`src/rtl/ddr3_arb_pkg.sv`:
```
`default_nettype none
// ============================================================================
//  Module   : ddr3_arb_pkg
//  Purpose  : Shared types and constants for the two-port DDR3 app arbiter.
//             - arb_state_t : command sequencer states
//             - CMD_WR/CMD_RD : app_cmd encodings
//             - ADDR_STEP_DEFAULT : address advance per accepted BL8 command
//             - ADDR_WRAP_W : width of the wrapping burst address
//  Revision : 1.0  initial release
// ============================================================================
package ddr3_arb_pkg;

    typedef enum logic [1:0] {
        WAIT_CAL = 2'd0,
        ARB      = 2'd1,
        BURST    = 2'd2
    } arb_state_t;

    localparam logic [2:0] CMD_WR = 3'd0;
    localparam logic [2:0] CMD_RD = 3'd1;

    localparam int ADDR_STEP_DEFAULT = 8;

    // Burst addresses advance modulo 2^25; upper app_addr bits are forced 0.
    localparam int ADDR_WRAP_W = 25;

endpackage
`default_nettype wire

```
`src/rtl/ddr3_arb_tag_fifo.sv`:
```
`default_nettype none
// ============================================================================
//  Module   : ddr3_arb_tag_fifo
//  Purpose  : In-order FIFO of 1-bit port tags, one entry per issued read
//             command. Head entry is visible on o_pop_tag (first-word
//             fall-through). Push and pop in the same cycle are both taken.
//  Ports    : ui_clk, rst_n (async, active-low)
//             i_push/i_push_tag : enqueue a tag (ignored when full)
//             i_pop             : dequeue head (ignored when empty)
//             o_pop_tag         : head tag
//             o_full/o_empty    : occupancy flags
//  Revision : 1.0  initial release
// ============================================================================
module ddr3_arb_tag_fifo #(
    parameter int DEPTH = 64
) (
    input  logic ui_clk,
    input  logic rst_n,
    input  logic i_push,
    input  logic i_push_tag,
    input  logic i_pop,
    output logic o_pop_tag,
    output logic o_full,
    output logic o_empty
);

    localparam int c_PTR_W = $clog2(DEPTH);

    logic [DEPTH-1:0] r_mem;
    logic [c_PTR_W:0] r_wr_ptr;
    logic [c_PTR_W:0] r_rd_ptr;
    logic             w_push;
    logic             w_pop;

    // Extra pointer MSB distinguishes full from empty when indices match.
    assign o_empty   = (r_wr_ptr == r_rd_ptr);
    assign o_full    = (r_wr_ptr[c_PTR_W] != r_rd_ptr[c_PTR_W]) &&
                       (r_wr_ptr[c_PTR_W-1:0] == r_rd_ptr[c_PTR_W-1:0]);
    assign o_pop_tag = r_mem[r_rd_ptr[c_PTR_W-1:0]];

    assign w_push = i_push & ~o_full;
    assign w_pop  = i_pop  & ~o_empty;

    always_ff @(posedge ui_clk or negedge rst_n) begin
        if (!rst_n) begin
            r_mem    <= '0;
            r_wr_ptr <= '0;
            r_rd_ptr <= '0;
        end else begin
            if (w_push) begin
                r_mem[r_wr_ptr[c_PTR_W-1:0]] <= i_push_tag;
                r_wr_ptr                     <= r_wr_ptr + 1'b1;
            end
            if (w_pop) begin
                r_rd_ptr <= r_rd_ptr + 1'b1;
            end
        end
    end

endmodule
`default_nettype wire

```
`src/rtl/ddr3_app_arbiter.sv`:
```
`default_nettype none
// ============================================================================
//  Module   : ddr3_app_arbiter
//  Purpose  : Two-port round-robin burst scheduler in front of a DDR3
//             controller app_* interface. Sequences app_en/app_cmd/app_addr
//             and app_wdf_* under app_rdy/app_wdf_rdy back-pressure and
//             routes read data back to the issuing port via a tag FIFO.
//  Ports    : ui_clk, rst_n (async, active-low), init_calib_complete
//             app_*   : controller user interface
//             pN_*    : per-port burst request / write data / read return
//             rd_data : registered read data shared by both ports
//             tag_err : sticky, read data arrived with no outstanding read
//  Revision : 1.0  initial release
// ============================================================================
module ddr3_app_arbiter
    import ddr3_arb_pkg::*;
#(
    parameter int ADDR_W    = 28,
    parameter int DATA_W    = 128,
    parameter int TAG_DEPTH = 64,
    parameter int ADDR_STEP = ADDR_STEP_DEFAULT
) (
    input  logic              ui_clk,
    input  logic              rst_n,
    input  logic              init_calib_complete,
    input  logic              app_rdy,
    input  logic              app_wdf_rdy,
    input  logic              app_rd_data_valid,
    input  logic [DATA_W-1:0] app_rd_data,
    output logic              app_en,
    output logic [2:0]        app_cmd,
    output logic [ADDR_W-1:0] app_addr,
    output logic              app_wdf_wren,
    output logic              app_wdf_end,
    output logic [DATA_W-1:0] app_wdf_data,
    input  logic              p0_req,
    input  logic              p0_cmd,
    input  logic [ADDR_W-1:0] p0_addr,
    input  logic [7:0]        p0_len,
    input  logic [DATA_W-1:0] p0_wdata,
    output logic              p0_wdata_rd,
    output logic              p0_gnt,
    output logic              p0_done,
    output logic              p0_rd_valid,
    input  logic              p1_req,
    input  logic              p1_cmd,
    input  logic [ADDR_W-1:0] p1_addr,
    input  logic [7:0]        p1_len,
    input  logic [DATA_W-1:0] p1_wdata,
    output logic              p1_wdata_rd,
    output logic              p1_gnt,
    output logic              p1_done,
    output logic              p1_rd_valid,
    output logic [DATA_W-1:0] rd_data,
    output logic              tag_err
);

    arb_state_t             r_state;
    arb_state_t             w_state_nxt;

    logic                   r_cmd_rd;
    logic                   r_port;
    logic                   r_last;      // port granted most recently
    logic [ADDR_WRAP_W-1:0] r_addr;
    logic [7:0]             r_len;
    logic [7:0]             r_cnt;

    logic                   w_any_req;
    logic                   w_pick;
    logic                   w_sel_cmd;
    logic [ADDR_WRAP_W-1:0] w_sel_addr;
    logic [7:0]             w_sel_len;
    logic                   w_in_burst;
    logic                   w_accept;
    logic                   w_wr_accept;
    logic                   w_last_beat;
    logic                   w_load;
    logic [1:0]             w_gnt;
    logic [1:0]             w_done;

    logic                   w_tag_full;
    logic                   w_tag_empty;
    logic                   w_tag_out;

    logic [1:0]             r_rd_valid;
    logic [DATA_W-1:0]      r_rd_data;
    logic                   r_tag_err;

    logic                   w_unused_addr_bits;
    assign w_unused_addr_bits = &{1'b0, p0_addr[ADDR_W-1:ADDR_WRAP_W],
                                        p1_addr[ADDR_W-1:ADDR_WRAP_W]};

    // ------------------------------------------------------------------
    // Arbitration: on contention the port not granted last wins.
    // ------------------------------------------------------------------
    assign w_any_req  = p0_req | p1_req;
    assign w_pick     = (p0_req & p1_req) ? ~r_last : p1_req;
    assign w_sel_cmd  = w_pick ? p1_cmd : p0_cmd;
    assign w_sel_addr = w_pick ? p1_addr[ADDR_WRAP_W-1:0] : p0_addr[ADDR_WRAP_W-1:0];
    assign w_sel_len  = w_pick ? p1_len : p0_len;

    // ------------------------------------------------------------------
    // Command handshake. Reads also need room to record their tag.
    // ------------------------------------------------------------------
    assign w_in_burst  = (r_state == BURST);
    assign w_accept    = w_in_burst & app_rdy & (r_cmd_rd ? ~w_tag_full : app_wdf_rdy);
    assign w_wr_accept = w_accept & ~r_cmd_rd;
    assign w_last_beat = w_accept & (r_cnt == (r_len - 8'd1));

    always_ff @(posedge ui_clk or negedge rst_n) begin
        if (!rst_n) begin
            r_state <= WAIT_CAL;
        end else begin
            r_state <= w_state_nxt;
        end
    end

    always_comb begin
        w_state_nxt = r_state;
        w_gnt       = 2'b00;
        w_done      = 2'b00;
        w_load      = 1'b0;
        case (r_state)
            WAIT_CAL: begin
                if (init_calib_complete) begin
                    w_state_nxt = ARB;
                end
            end
            ARB: begin
                if (w_any_req) begin
                    w_gnt[w_pick] = 1'b1;
                    w_load        = 1'b1;
                    // Zero-length bursts complete on the spot.
                    if (w_sel_len == 8'd0) begin
                        w_done[w_pick] = 1'b1;
                    end else begin
                        w_state_nxt = BURST;
                    end
                end
            end
            BURST: begin
                if (w_last_beat) begin
                    w_done[r_port] = 1'b1;
                    w_state_nxt    = ARB;
                end
            end
            default: begin
                w_state_nxt = WAIT_CAL;
            end
        endcase
    end

    always_ff @(posedge ui_clk or negedge rst_n) begin
        if (!rst_n) begin
            r_cmd_rd <= 1'b0;
            r_port   <= 1'b0;
            r_last   <= 1'b1;   // makes p0 the first winner
            r_addr   <= '0;
            r_len    <= '0;
            r_cnt    <= '0;
        end else if (w_load) begin
            r_cmd_rd <= w_sel_cmd;
            r_addr   <= w_sel_addr;
            r_len    <= w_sel_len;
            r_cnt    <= '0;
            r_port   <= w_pick;
            if (w_sel_len == 8'd0) begin
                r_last <= w_pick;
            end
        end else if (w_accept) begin
            r_addr <= r_addr + ADDR_WRAP_W'(ADDR_STEP);
            r_cnt  <= r_cnt + 8'd1;
            if (w_last_beat) begin
                r_last <= r_port;
            end
        end
    end

    // ------------------------------------------------------------------
    // App interface outputs; everything is forced to 0 outside BURST.
    // ------------------------------------------------------------------
    always_comb begin
        app_addr = '0;
        if (w_in_burst) begin
            app_addr[ADDR_WRAP_W-1:0] = r_addr;
        end
    end

    assign app_en       = w_accept;
    assign app_cmd      = (w_in_burst && r_cmd_rd) ? CMD_RD : CMD_WR;
    assign app_wdf_wren = w_wr_accept;
    assign app_wdf_end  = w_wr_accept;
    assign app_wdf_data = w_in_burst ? (r_port ? p1_wdata : p0_wdata) : '0;
    assign p0_wdata_rd  = w_wr_accept & ~r_port;
    assign p1_wdata_rd  = w_wr_accept &  r_port;
    assign p0_gnt       = w_gnt[0];
    assign p1_gnt       = w_gnt[1];
    assign p0_done      = w_done[0];
    assign p1_done      = w_done[1];

    // ------------------------------------------------------------------
    // Read return routing
    // ------------------------------------------------------------------
    ddr3_arb_tag_fifo #(
        .DEPTH      (TAG_DEPTH)
    ) u_tag_fifo (
        .ui_clk     (ui_clk),
        .rst_n      (rst_n),
        .i_push     (w_accept & r_cmd_rd),
        .i_push_tag (r_port),
        .i_pop      (app_rd_data_valid),
        .o_pop_tag  (w_tag_out),
        .o_full     (w_tag_full),
        .o_empty    (w_tag_empty)
    );

    always_ff @(posedge ui_clk or negedge rst_n) begin
        if (!rst_n) begin
            r_rd_valid <= 2'b00;
            r_rd_data  <= '0;
            r_tag_err  <= 1'b0;
        end else begin
            r_rd_valid <= 2'b00;
            if (app_rd_data_valid) begin
                r_rd_data <= app_rd_data;
                if (w_tag_empty) begin
                    r_tag_err <= 1'b1;
                end else begin
                    r_rd_valid[w_tag_out] <= 1'b1;
                end
            end
        end
    end

    assign p0_rd_valid = r_rd_valid[0];
    assign p1_rd_valid = r_rd_valid[1];
    assign rd_data     = r_rd_data;
    assign tag_err     = r_tag_err;

endmodule
`default_nettype wire

```
`config.mk`:
```
export PLATFORM = sky130hd
export DESIGN_NAME = ddr3_app_arbiter
export DESIGN_NICKNAME = d
export VERILOG_FILES = /design/src/rtl/ddr3_arb_pkg.sv /design/src/rtl/ddr3_arb_tag_fifo.sv /design/src/rtl/ddr3_app_arbiter.sv
export SDC_FILE = /design/constraint.sdc
export NUM_CORES = 1
export LEC_CHECK = 0
export CAP_MARGIN = 20
export CELL_PAD_IN_SITES_DETAIL_PLACEMENT = 1
export CELL_PAD_IN_SITES_GLOBAL_PLACEMENT = 2
export CORE_AREA = 2 2 298 300
export DETAILED_ROUTE_END_ITERATION = 12
export DIE_AREA = 0 0 300 302
export PLACE_DENSITY_LB_ADDON = 0.1
export SLEW_MARGIN = 20
export SYNTH_ARGS = -nofsm -noshare
export SYNTH_HDL_FRONTEND = slang
export SYNTH_SLANG_ARGS = --single-unit
```
`constraint.sdc`:
```
create_clock -name ui_clk -period 2.4 [get_ports ui_clk]
set_clock_uncertainty 0.2 [all_clocks]
set_input_delay 0.24 -clock ui_clk [delete_from_list [all_inputs] [get_ports ui_clk]]
set_output_delay 0.24 -clock ui_clk [all_outputs]
set_load 0.01 [all_outputs]
```
======== Word-level counts from Yosys, hierarchy flattened ========
Index checks and enable logic that the tools add are counted.
storage, ports and cells
  memories kept ........................... 0
  output and inout port bits .............. 299
  latch bits .............................. 0
  memory bits (read-only) ................. 0
  bits in writable memories ............... 0
  bits in registers ....................... 255
operators by class
  add/sub/neg operators ................... 5
  bitwise logic cells ..................... 16
  divide/modulo/power cells ............... 0
  order comparisons ....................... 9
  muxes and demuxes ....................... 43
  reductions and logical operators ........ 13
  $mul .................................... 0
  shift operators ......................... 0
  eq/ne operators ......................... 11
operator list
  cell                                                                    number
  128-bit two-way mux                                                     2
  25-bit two-way mux                                                      4
  64-bit bitwise mux                                                      1
  25-bit by 4-bit adder with 25-bit output (second input constant)        1
  8-bit two-way mux                                                       3
  2-bit two-way mux                                                       11
  1-bit two-way mux                                                       15
  7-bit by 1-bit adder with 7-bit output (second input constant)          2
  6-bit by 7-bit < comparator with 1-bit output (second input constant)   2
  1-bit AND                                                               10
  8-bit by 1-bit adder with 8-bit output (second input constant)          1
  8-bit == test                                                           1
  8-bit logical NOT                                                       1
  8-bit by 1-bit subtractor with 8-bit output (second input constant)     1
  7-bit == test                                                           1
  1-bit binary-select mux with 6-bit select                               1
  1-bit demux with 6-bit select                                           1
  6-bit == test                                                           1
  6-bit by 1-bit >= comparator with 1-bit output (second input constant)  1
  1-bit logical AND                                                       6
  1-bit by 2-bit < comparator with 1-bit output (second input constant)   3
  2-bit inequality test (second input constant)                           3
  2-bit one-hot mux with 3 select lines                                   1
  1-bit inverter                                                          5
  other kinds (13)                                                        19

======== Depth between registers and ports, before layout ========
Gate-level depths: netlist of run 1.
  depth after elaboration ................. 9
  mapped depth ............................ 9
  mapped depth without buffers ............ 8

======== Hierarchy ========
Synthesis of run 1 repeated with hierarchy kept, for this count alone.
second synthesis, totals
  cells, all modules ...................... 1290
  area, all modules ....................... 14196.1 µm²
modules (own cells, without submodules)
  module             area an instance (µm²)  instances  cells an instance
  ddr3_app_arbiter   9885.7                  1          932
  ddr3_arb_tag_fifo  4310.4                  1          358

======== Worst setup path before layout of run 1 ========
Ideal clock, no wire load.
  path kind ............................... reg2reg
  from .................................... register u_tag_fifo.r_rd_ptr[0]
  to ...................................... register u_tag_fifo.r_mem[1]
  arrival time ............................ 2.133 ns
  setup slack ............................. -0.060 ns
  data required time ...................... 2.073 ns
  cell stages (with the launch flop) ...... 9
  setup time .............................. 0.127 ns
  path through ............................ dfrtp_1 -> buf_6 -> xor2_1 -> nor4_4 -> a31oi_4 -> and4bb_1 -> buf_6 -> nand2_1 -> mux2_1
between the ends
  longest elaborated chain between the ends .. 7
ends and longest elaborated chain
  item                            line                                              RTL
  start: declaration              ddr3_arb_tag_fifo.sv:31                           logic [c_PTR_W:0] r_rd_ptr;
  start signal: assignment        ddr3_arb_tag_fifo.sv:55                           r_rd_ptr <= r_rd_ptr + 1'b1;
  6-bit == test (*)               ddr3_arb_tag_fifo.sv:38                           (r_wr_ptr[c_PTR_W-1:0] == r_rd_ptr[c_PTR_W-1:0]);
  1-bit logical AND (*)           ddr3_arb_tag_fifo.sv:37                           assign o_full = (r_wr_ptr[c_PTR_W] != r_rd_ptr[c_PTR_W]) &&
  1-bit inverter (*)              ddr3_arb_tag_fifo.sv:41, ddr3_app_arbiter.sv:106
  1-bit two-way mux               ddr3_app_arbiter.sv:106                           assign w_accept = w_in_burst & app_rdy & (r_cmd_rd ? ~w_tag_full : app_wdf_rdy);
  1-bit AND                       ddr3_app_arbiter.sv:106
  1-bit AND                       ddr3_app_arbiter.sv:209                           .i_push (w_accept & r_cmd_rd),
  1-bit AND (*)                   ddr3_arb_tag_fifo.sv:41                           assign w_push = i_push & ~o_full;
  end signal: indexed assignment  ddr3_arb_tag_fifo.sv:51                           r_mem[r_wr_ptr[c_PTR_W-1:0]] <= i_push_tag;
  end: declaration                ddr3_arb_tag_fifo.sv:29                           logic [DEPTH-1:0] r_mem;
Every way passes the cells marked *; elsewhere a longest branch is shown, timed or not.
A chain may end at the register's enable or synchronous reset.

======== Final worst setup path of run 1 ========
  from .................................... register r_len[1]
  to ...................................... output p0_done
between the ends
  longest elaborated chain between the ends .. 5
ends and longest elaborated chain
  item                                         line                     RTL
  start: declaration                           ddr3_app_arbiter.sv:65   logic [7:0] r_len;
  start signal: assignment                     ddr3_app_arbiter.sv:164  r_len <= w_sel_len;
  8-bit by 1-bit subtractor with 8-bit output  ddr3_app_arbiter.sv:108  assign w_last_beat = w_accept & (r_cnt == (r_len - 8'd1));
  8-bit == test                                ddr3_app_arbiter.sv:108
  1-bit AND                                    ddr3_app_arbiter.sv:108
  2-bit two-way mux                            ddr3_app_arbiter.sv:142  if (w_last_beat) begin
  2-bit one-hot mux with 2 select lines        ddr3_app_arbiter.sv:123  case (r_state)
  end: declaration                             ddr3_app_arbiter.sv:43   output logic p0_done,
No other way between the ends.

==> impl_metrics.env, run 1 <==
export IMPL_worst_r2r_path_depth=11
export IMPL_outcome="finished with violations"
export IMPL_crit_required_ns=1.96
export IMPL_rows=109
export IMPL_synthFlopType="dfrtp_1"
export IMPL_synth_avg_cell_area_um2=11.00
export IMPL_num_vias=13868
export IMPL_cp_top_family="buffers and inverters"
export IMPL_cp_max_fo=3
export IMPL_ant_nets=0
export IMPL_place_congestion=0.8274
export IMPL_worstMarginPinSlew_ns=1.033
export IMPL_peakVddDrop_mv=0.3602
export IMPL_yosysTopAreaCell="dfrtp_1"
export IMPL_drive_gt1_frac=0.3797
export IMPL_die_area_mm2=0.09060
export IMPL_die_h_um=302
export IMPL_r2r_start="u_tag_fifo.r_wr_ptr[5]$_DFFE_PN0P_"
export IMPL_rsz0062_at_grt="yes"
export IMPL_grt_start_max_net_pins=68
export IMPL_start_util=0.1638
export IMPL_synth_edf_count=0
export IMPL_timing_final_max_slew_violations=0
export IMPL_power_total_mw=15.29
export IMPL_place_worst_setup_slack_ns=-0.5526
export IMPL_cpMostUsedCell="buf_6"
export IMPL_synthTopCellsByArea="dfrtp_1, mux2i_1, mux2_2"
export IMPL_ys_warn_count=0
export IMPL_synth_top_cell_area_share=0.4433
export IMPL_arrival_ns=2.41
export IMPL_hold_viol_final=0
export IMPL_synth_cell_types=64
export IMPL_clk_insertion_delay_late_ns=0.55
export IMPL_period_share=1.189
export IMPL_fmax_mhz=350.5
export IMPL_criticalPathCategory="flip-flop to output pin"
export IMPL_firstDrtPassIters=4
export IMPL_cts_buffers=36
export IMPL_final_cell_mix="clkdlybuf4s50_1, dfrtp_1, mux2_2"
export IMPL_async_reset_ff_frac=1.000
export IMPL_pin_count=765
export IMPL_place_detailed_instances=3251
export IMPL_rrSetupSlack_ns=-0.13
export IMPL_clk_path_buf_depth=3
export IMPL_cts_clk_slew_worst_paths_ns=0.06
export IMPL_cp_end_kind="output pin"
export IMPL_final_nets=2690
export IMPL_slowest_stage="dfrtp_1"
export IMPL_wl_per_cell_um=25.12
export IMPL_cp_num_buf_inv=4
export IMPL_ys_ff_latch=255
export IMPL_syn_inst=1304
export IMPL_area_delta_synth_final_pct=96.87
export IMPL_drtIter0Drc=584
export IMPL_fin_setup_tns_ns=-16.73
export IMPL_grt_pass1_vias=14976
export IMPL_grt_use_total=0.1787
export IMPL_grt_antenna_before_repair=16
export IMPL_hp_class="input pin to asynchronous set/reset pin"
export IMPL_ctsHtreeMaxLevel=2
export IMPL_drc_errors=0
export IMPL_final_common_cell="clkdlybuf4s50_1"
export IMPL_yosysSeqAreaShare=0.4451
export IMPL_routed_wirelength_mm=85.74
export IMPL_min_period_ns=2.853
export IMPL_slew_limit_headroom=0.3095
export IMPL_leakage_nw=12.47
export IMPL_worstSetupStartpointType="flip-flop"
export IMPL_fin_cells=3413
export IMPL_cts_root_buf="clkbuf_16"
export IMPL_finalSetupViolations=210
export IMPL_reg2reg_to="u_tag_fifo.r_mem[45]$_DFFE_PN0P_"
export IMPL_max_cap_violations=0
export IMPL_grt_pass1_wl_mm=116.0
export IMPL_grt_ovfl_total=0
export IMPL_synthesis_area_mm2=0.01434
export IMPL_fin_ws_ns=-0.4533
export IMPL_max_stage_delay_ns=0.41
export IMPL_coreArea_mm2=0.08756
export IMPL_place_hpwl_mm=65.29
export IMPL_violations="setup timing"
export IMPL_die_w_um=300
export IMPL_viasPerCell=4.063
export IMPL_crit_chain="buf_6 > nor3_4 > buf_6 > xnor2_2 > a31oi_2 > o2111ai_2 > buf_4 > nor3_4 > o21a_1 > buf_6"
export IMPL_io_buffers=753
export IMPL_clock_sinks=255
export IMPL_cts_tree="done"
export IMPL_powerDensity_mw_per_mm2=541.5
-- worst reg2reg max path, stage by stage, from the launching register on --
cell	delay (ns)
dfrtp_1	0.41
xor2_2	0.25
nor4_4	0.07
buf_4	0.16
buf_6	0.11
buf_8	0.13
a311oi_4	0.21
buf_4	0.17
nand3b_1	0.22
buf_8	0.24
o21ai_2	0.14
o31ai_1	0.08
-- Yosys cell counts (11+ instances only) --
cell      count
nor2b_1     130
nand3_1      22
nor3_1       11
and2_1       30
buf_2        12
mux2i_1     152
a21oi_1      19
mux2_2      133
mux4_2       18
nor2_1       33
xnor2_1      22
xor2_1       34
o21ai_0      49
nand2_1     108
mux2_1       29
and3_1       30
dfrtp_1     254
nand4_1      14
inv_1        12
clkbuf_1     61
buf_1        11
o31ai_1      33
-- registers in the layout, indices dropped and copies added (netlist names) --
| register | count |
|---|---|
| r_last | 1 |
| r_state | 2 |
| r_cmd_rd | 1 |
| r_cnt | 8 |
| u_tag_fifo.r_mem | 64 |
| rd_data | 128 |
| r_rd_valid | 2 |
| tag_err | 1 |
| r_len | 8 |
| r_addr | 25 |
| r_port | 1 |
| u_tag_fifo.r_rd_ptr | 7 |
| u_tag_fifo.r_wr_ptr | 7 |
-- per-stage QoR --
step	cell area [um^2]	util	hold slack, ns
floorplan	14360	-	-0.2556
global placement	24140	0.2757	0.0007832
detailed placement	24140	0.2757	0.007541
CTS	26340	0.3009	0.008361
global route	28220	0.3223	0.03782
finish	28230	0.3224	0.008186
-- logic make-up after synthesis --
kind of cell,share of synthesized area
AOI/OAI and AO/OA,0.05794
xor gates and xnor gates,0.03421
adders and majority gates,0.007854
buffers and inverters,0.03656
DFF,0.4451
muxes,0.2616
other,0.0002615
and+or+nand+nor,0.1565
-- area by class of cell --
| type | count | area [um^2] |
|---|---|---|
| tap | 1165 | 1458 |
| sequential | 255 | 6386 |
| clock inverter | 10 | 141.4 |
| fill | 9582 | 59330 |
| inverter | 13 | 48.80 |
| timing repair buffer | 970 | 10150 |
| clock buffer | 54 | 1018 |
| antenna | 7 | 17.52 |
| multi-input combinational | 939 | 9004 |
-- where the power goes --
part           internal [mW]  total [mW]  switching [mW]
clock                   3.18        5.33            2.15
combinational           2.80        4.99            2.19
sequential              4.68        4.96           0.287
-- metal layers --
metal / global-route usage / vias up / wire (um)
met5: 0 / - / 67
met4: 0.03917 / 10 / 1446
met3: 0.03512 / 80 / 4417
met2: 0.3078 / 339 / 43310
met1: 0.2306 / 7037 / 36500
li1: - / 6402 / -
-- worst max-delay path by stage --
stage	startpoint	to	slack [ns]	cells past startpoint
after floorplan	u_tag_fifo.r_wr_ptr[1]$_DFFE_PN0P_	u_tag_fifo.r_mem[58]$_DFFE_PN0P_	-0.009	8
after global placement	r_len[1]$_DFFE_PN0P_	p1_done	-0.54	9
after detailed placement	r_len[1]$_DFFE_PN0P_	p1_done	-0.55	9
after CTS	r_len[1]$_DFFE_PN0P_	p1_done	-0.52	9
after global routing	r_len[1]$_DFFE_PN0P_	p0_done	-0.65	10
final	r_len[1]$_DFFE_PN0P_	p0_done	-0.45	10
-- timing repair --
action                                 4_1_cts  5_1_grt
hold buffers                                 2        0
pin swaps                                   18       28
cloned                                      17       19
endpoints found under the hold margin      260        0
setup endpoints to repair                  198      243
buffers inserted                            47       30
resized for setup                          857      413
(Power assumes the default switching activity.)
==> run 2, diff against run 1 <==
--- a/config.mk
+++ b/config.mk
@@ -8,11 +8,12 @@
 export CAP_MARGIN = 20
 export CELL_PAD_IN_SITES_DETAIL_PLACEMENT = 1
 export CELL_PAD_IN_SITES_GLOBAL_PLACEMENT = 2
-export CORE_AREA = 2 2 298 300
+export CORE_AREA = 2 2 296 298
 export DETAILED_ROUTE_END_ITERATION = 12
-export DIE_AREA = 0 0 300 302
+export DIE_AREA = 0 0 298 300
 export PLACE_DENSITY_LB_ADDON = 0.1
-export SLEW_MARGIN = 20
+export SLEW_MARGIN = 0
 export SYNTH_ARGS = -nofsm -noshare
 export SYNTH_HDL_FRONTEND = slang
+export SYNTH_HIERARCHICAL = 1
 export SYNTH_SLANG_ARGS = --single-unit
==> impl_metrics.env, run 2 <==
export IMPL_io_buffers=753
export IMPL_area_delta_synth_final_pct=101.2
export IMPL_powerDensity_mw_per_mm2=475.4
export IMPL_drive_gt1_frac=0.3900
export IMPL_ctsHtreeMaxLevel=2
export IMPL_synthTopCellsByArea="dfrtp_1, mux2_2, mux2i_1"
export IMPL_yosysTopAreaCell="dfrtp_1"
export IMPL_largest_reg_flops=128
export IMPL_leakage_nw=11.71
export IMPL_fin_ws_ns=-0.6777
export IMPL_holdWs_ns=0.03664
export IMPL_peakVddDrop_mv=0.3712
export IMPL_synthesis_area_mm2=0.01420
export IMPL_synth_edf_count=0
export IMPL_syn_inst=1290
export IMPL_synth_avg_cell_area_um2=11.00
export IMPL_violations="setup timing"
export IMPL_fmax_mhz=324.9
export IMPL_timing_final_max_slew_violations=0
export IMPL_start_util=0.1647
export IMPL_wl_per_cell_um=31.68
export IMPL_slew_limit_headroom=0.3751
export IMPL_hp_class="input pin to asynchronous set/reset pin"
export IMPL_clock_sinks=255
export IMPL_yosysSeqAreaShare=0.4496
export IMPL_outcome="finished with violations"
export IMPL_ant_nets=0
export IMPL_grt_use_total=0.2326
export IMPL_max_cap_violations=0
export IMPL_grt_ovfl_total=0
export IMPL_min_period_ns=3.078
export IMPL_synth_cell_types=63
export IMPL_final_cell_mix="clkdlybuf4s50_1, dfrtp_1, buf_4"
export IMPL_coreArea_mm2=0.08621
export IMPL_hold_viol_final=0
export IMPL_cts_root_buf="clkbuf_16"
export IMPL_ys_warn_count=6
export IMPL_criticalPathCategory="flip-flop to output pin"
export IMPL_worstMarginPinSlew_ns=0.9351
export IMPL_crit_required_ns=1.96
export IMPL_cts_clk_slew_worst_paths_ns=0.06
export IMPL_firstDrtPassIters=5
export IMPL_synthFlopType="dfrtp_1"
export IMPL_rsz0062_at_grt="yes"
export IMPL_cts_tree="done"
export IMPL_cp_end_kind="output pin"
export IMPL_num_vias=14571
export IMPL_grt_antenna_before_repair=75
export IMPL_fillers=9434
export IMPL_routed_wirelength_mm=109.4
export IMPL_fin_cells=3454
export IMPL_grt_pass1_wl_mm=140.7
export IMPL_place_hpwl_mm=87.08
export IMPL_async_reset_ff_frac=1.000
export IMPL_viasPerCell=4.219
export IMPL_finalSetupViolations=132
export IMPL_period_share=1.282
export IMPL_grt_start_max_net_pins=71
export IMPL_synthTopCellsByCount="dfrtp_1, mux2_2, nor2_1"
export IMPL_die_area_mm2=0.08940
export IMPL_power_total_mw=13.58
export IMPL_clk_insertion_delay_late_ns=0.56
export IMPL_arrival_ns=2.64
export IMPL_final_common_cell="clkdlybuf4s50_1"
export IMPL_drc_errors=0
export IMPL_synth_top_cell_area_share=0.4477
export IMPL_place_detailed_instances=3267
export IMPL_synth_most_common_cell="dfrtp_1"
export IMPL_drtIter0Drc=664
export IMPL_die_w_um=298
export IMPL_clk_path_buf_depth=3
export IMPL_cts_buffers=36
export IMPL_ys_ff_latch=255
export IMPL_grt_pass1_vias=15351
export IMPL_pin_count=765
export IMPL_worstSetupStartpointType="flip-flop"
export IMPL_place_congestion=1.022
export IMPL_place_worst_setup_slack_ns=-0.6981
export IMPL_die_h_um=300
export IMPL_rows=108
export IMPL_cp_max_fo=5
export IMPL_fin_setup_tns_ns=-10.06
export IMPL_final_nets=2718
run 2: critical path: stages (launching register included):
cell	delay, ns
dfrtp_2	0.43
xnor2_2	0.22
nand4_4	0.13
nor3_4	0.14
nand2b_4	0.15
a21o_1	0.18
clkinv_4	0.08
o2111ai_4	0.11
a2111oi_4	0.05
buf_4	0.17
nor2b_1	0.13
o21a_1	0.17
buf_6	0.13
run 2: what timing repair did:
item	CTS	global route
setup buffers	46	39
pin swaps	34	74
gates resized for setup	768	288
gates cloned	15	16
endpoints found under the setup margin	236	204
endpoints found under the hold margin	274	0
hold buffers	2	0
run 2: area by class of cell:
cell class                 instances  area [um^2]  share of cell area
antenna                           27        67.56            0.002365
timing repair buffer            1010        10510              0.3678
clock inverter                    13        126.4            0.004423
inverter                          11        72.57            0.002540
sequential                       255         6390              0.2237
clock buffer                      53         1075             0.03762
tap                             1155         1445             0.05058
multi-input combinational        930         8886              0.3110
run 2: routing by layer:
metal  up-vias  global-route usage  wire (um)
li1       6482                   -          -
met1      7310              0.2869      44880
met2       573              0.3923      54100
met3       172             0.06395       7250
met4        34             0.07478       2962
met5         -                   0        223
run 2: final timing paths:
| kind | from | to | slack (ns) | cells after the start |
|---|---|---|---|---|
| min reg2reg | tag_err$_DFFE_PN0P_ | tag_err$_DFFE_PN0P_ | 0.26 | 1 |
| max reg2reg | u_tag_fifo/r_rd_ptr[0]$_DFFE_PN0P_ | r_cnt[3]$_DFFE_PN0P_ | -0.15 | 13 |
| max in group asynchronous | rst_n | u_tag_fifo/r_rd_ptr[5]$_DFFE_PN0P_ | 1.13 | 3 |
| min in group ui_clk | app_rd_data[10] | rd_data[10]$_DFFE_PN0P_ | 0.09 | 2 |
| max | u_tag_fifo/r_rd_ptr[0]$_DFFE_PN0P_ | p0_done | -0.68 | 12 |
| min | rst_n | rd_data[13]$_DFFE_PN0P_ | 0.04 | 2 |
run 2: cell families (layout without fill, tap and decap cells):
group                      after synthesis  after routing  share of synthesized area
and+or+nand+nor                        406            406                     0.1370
muxes                                  364            364                     0.2859
DFF                                    255            255                     0.4496
buffers and inverters                  110           1087                    0.03728
AOI/OAI and AO/OA                       90             91                    0.04495
xor gates and xnor gates                56             56                    0.03799
adders and majority gates                8              8                   0.007051
other                                    1             32                  0.0002642
run 2: metrics by stage:
stage          area (um^2)  utilization
2_1_floorplan        14230            -
3_3_place_gp         24400       0.2830
3_5_place_dp         24400       0.2830
4_1_cts              26820       0.3111
5_1_grt              28530       0.3310
6_report             28570       0.3314
run 2: report_power, final:
group | total (mW) | switching, mW | internal, mW
Sequential | 4.83 | 0.226 | 4.60
Combinational | 3.32 | 1.47 | 1.85
Clock | 5.43 | 2.19 | 3.24
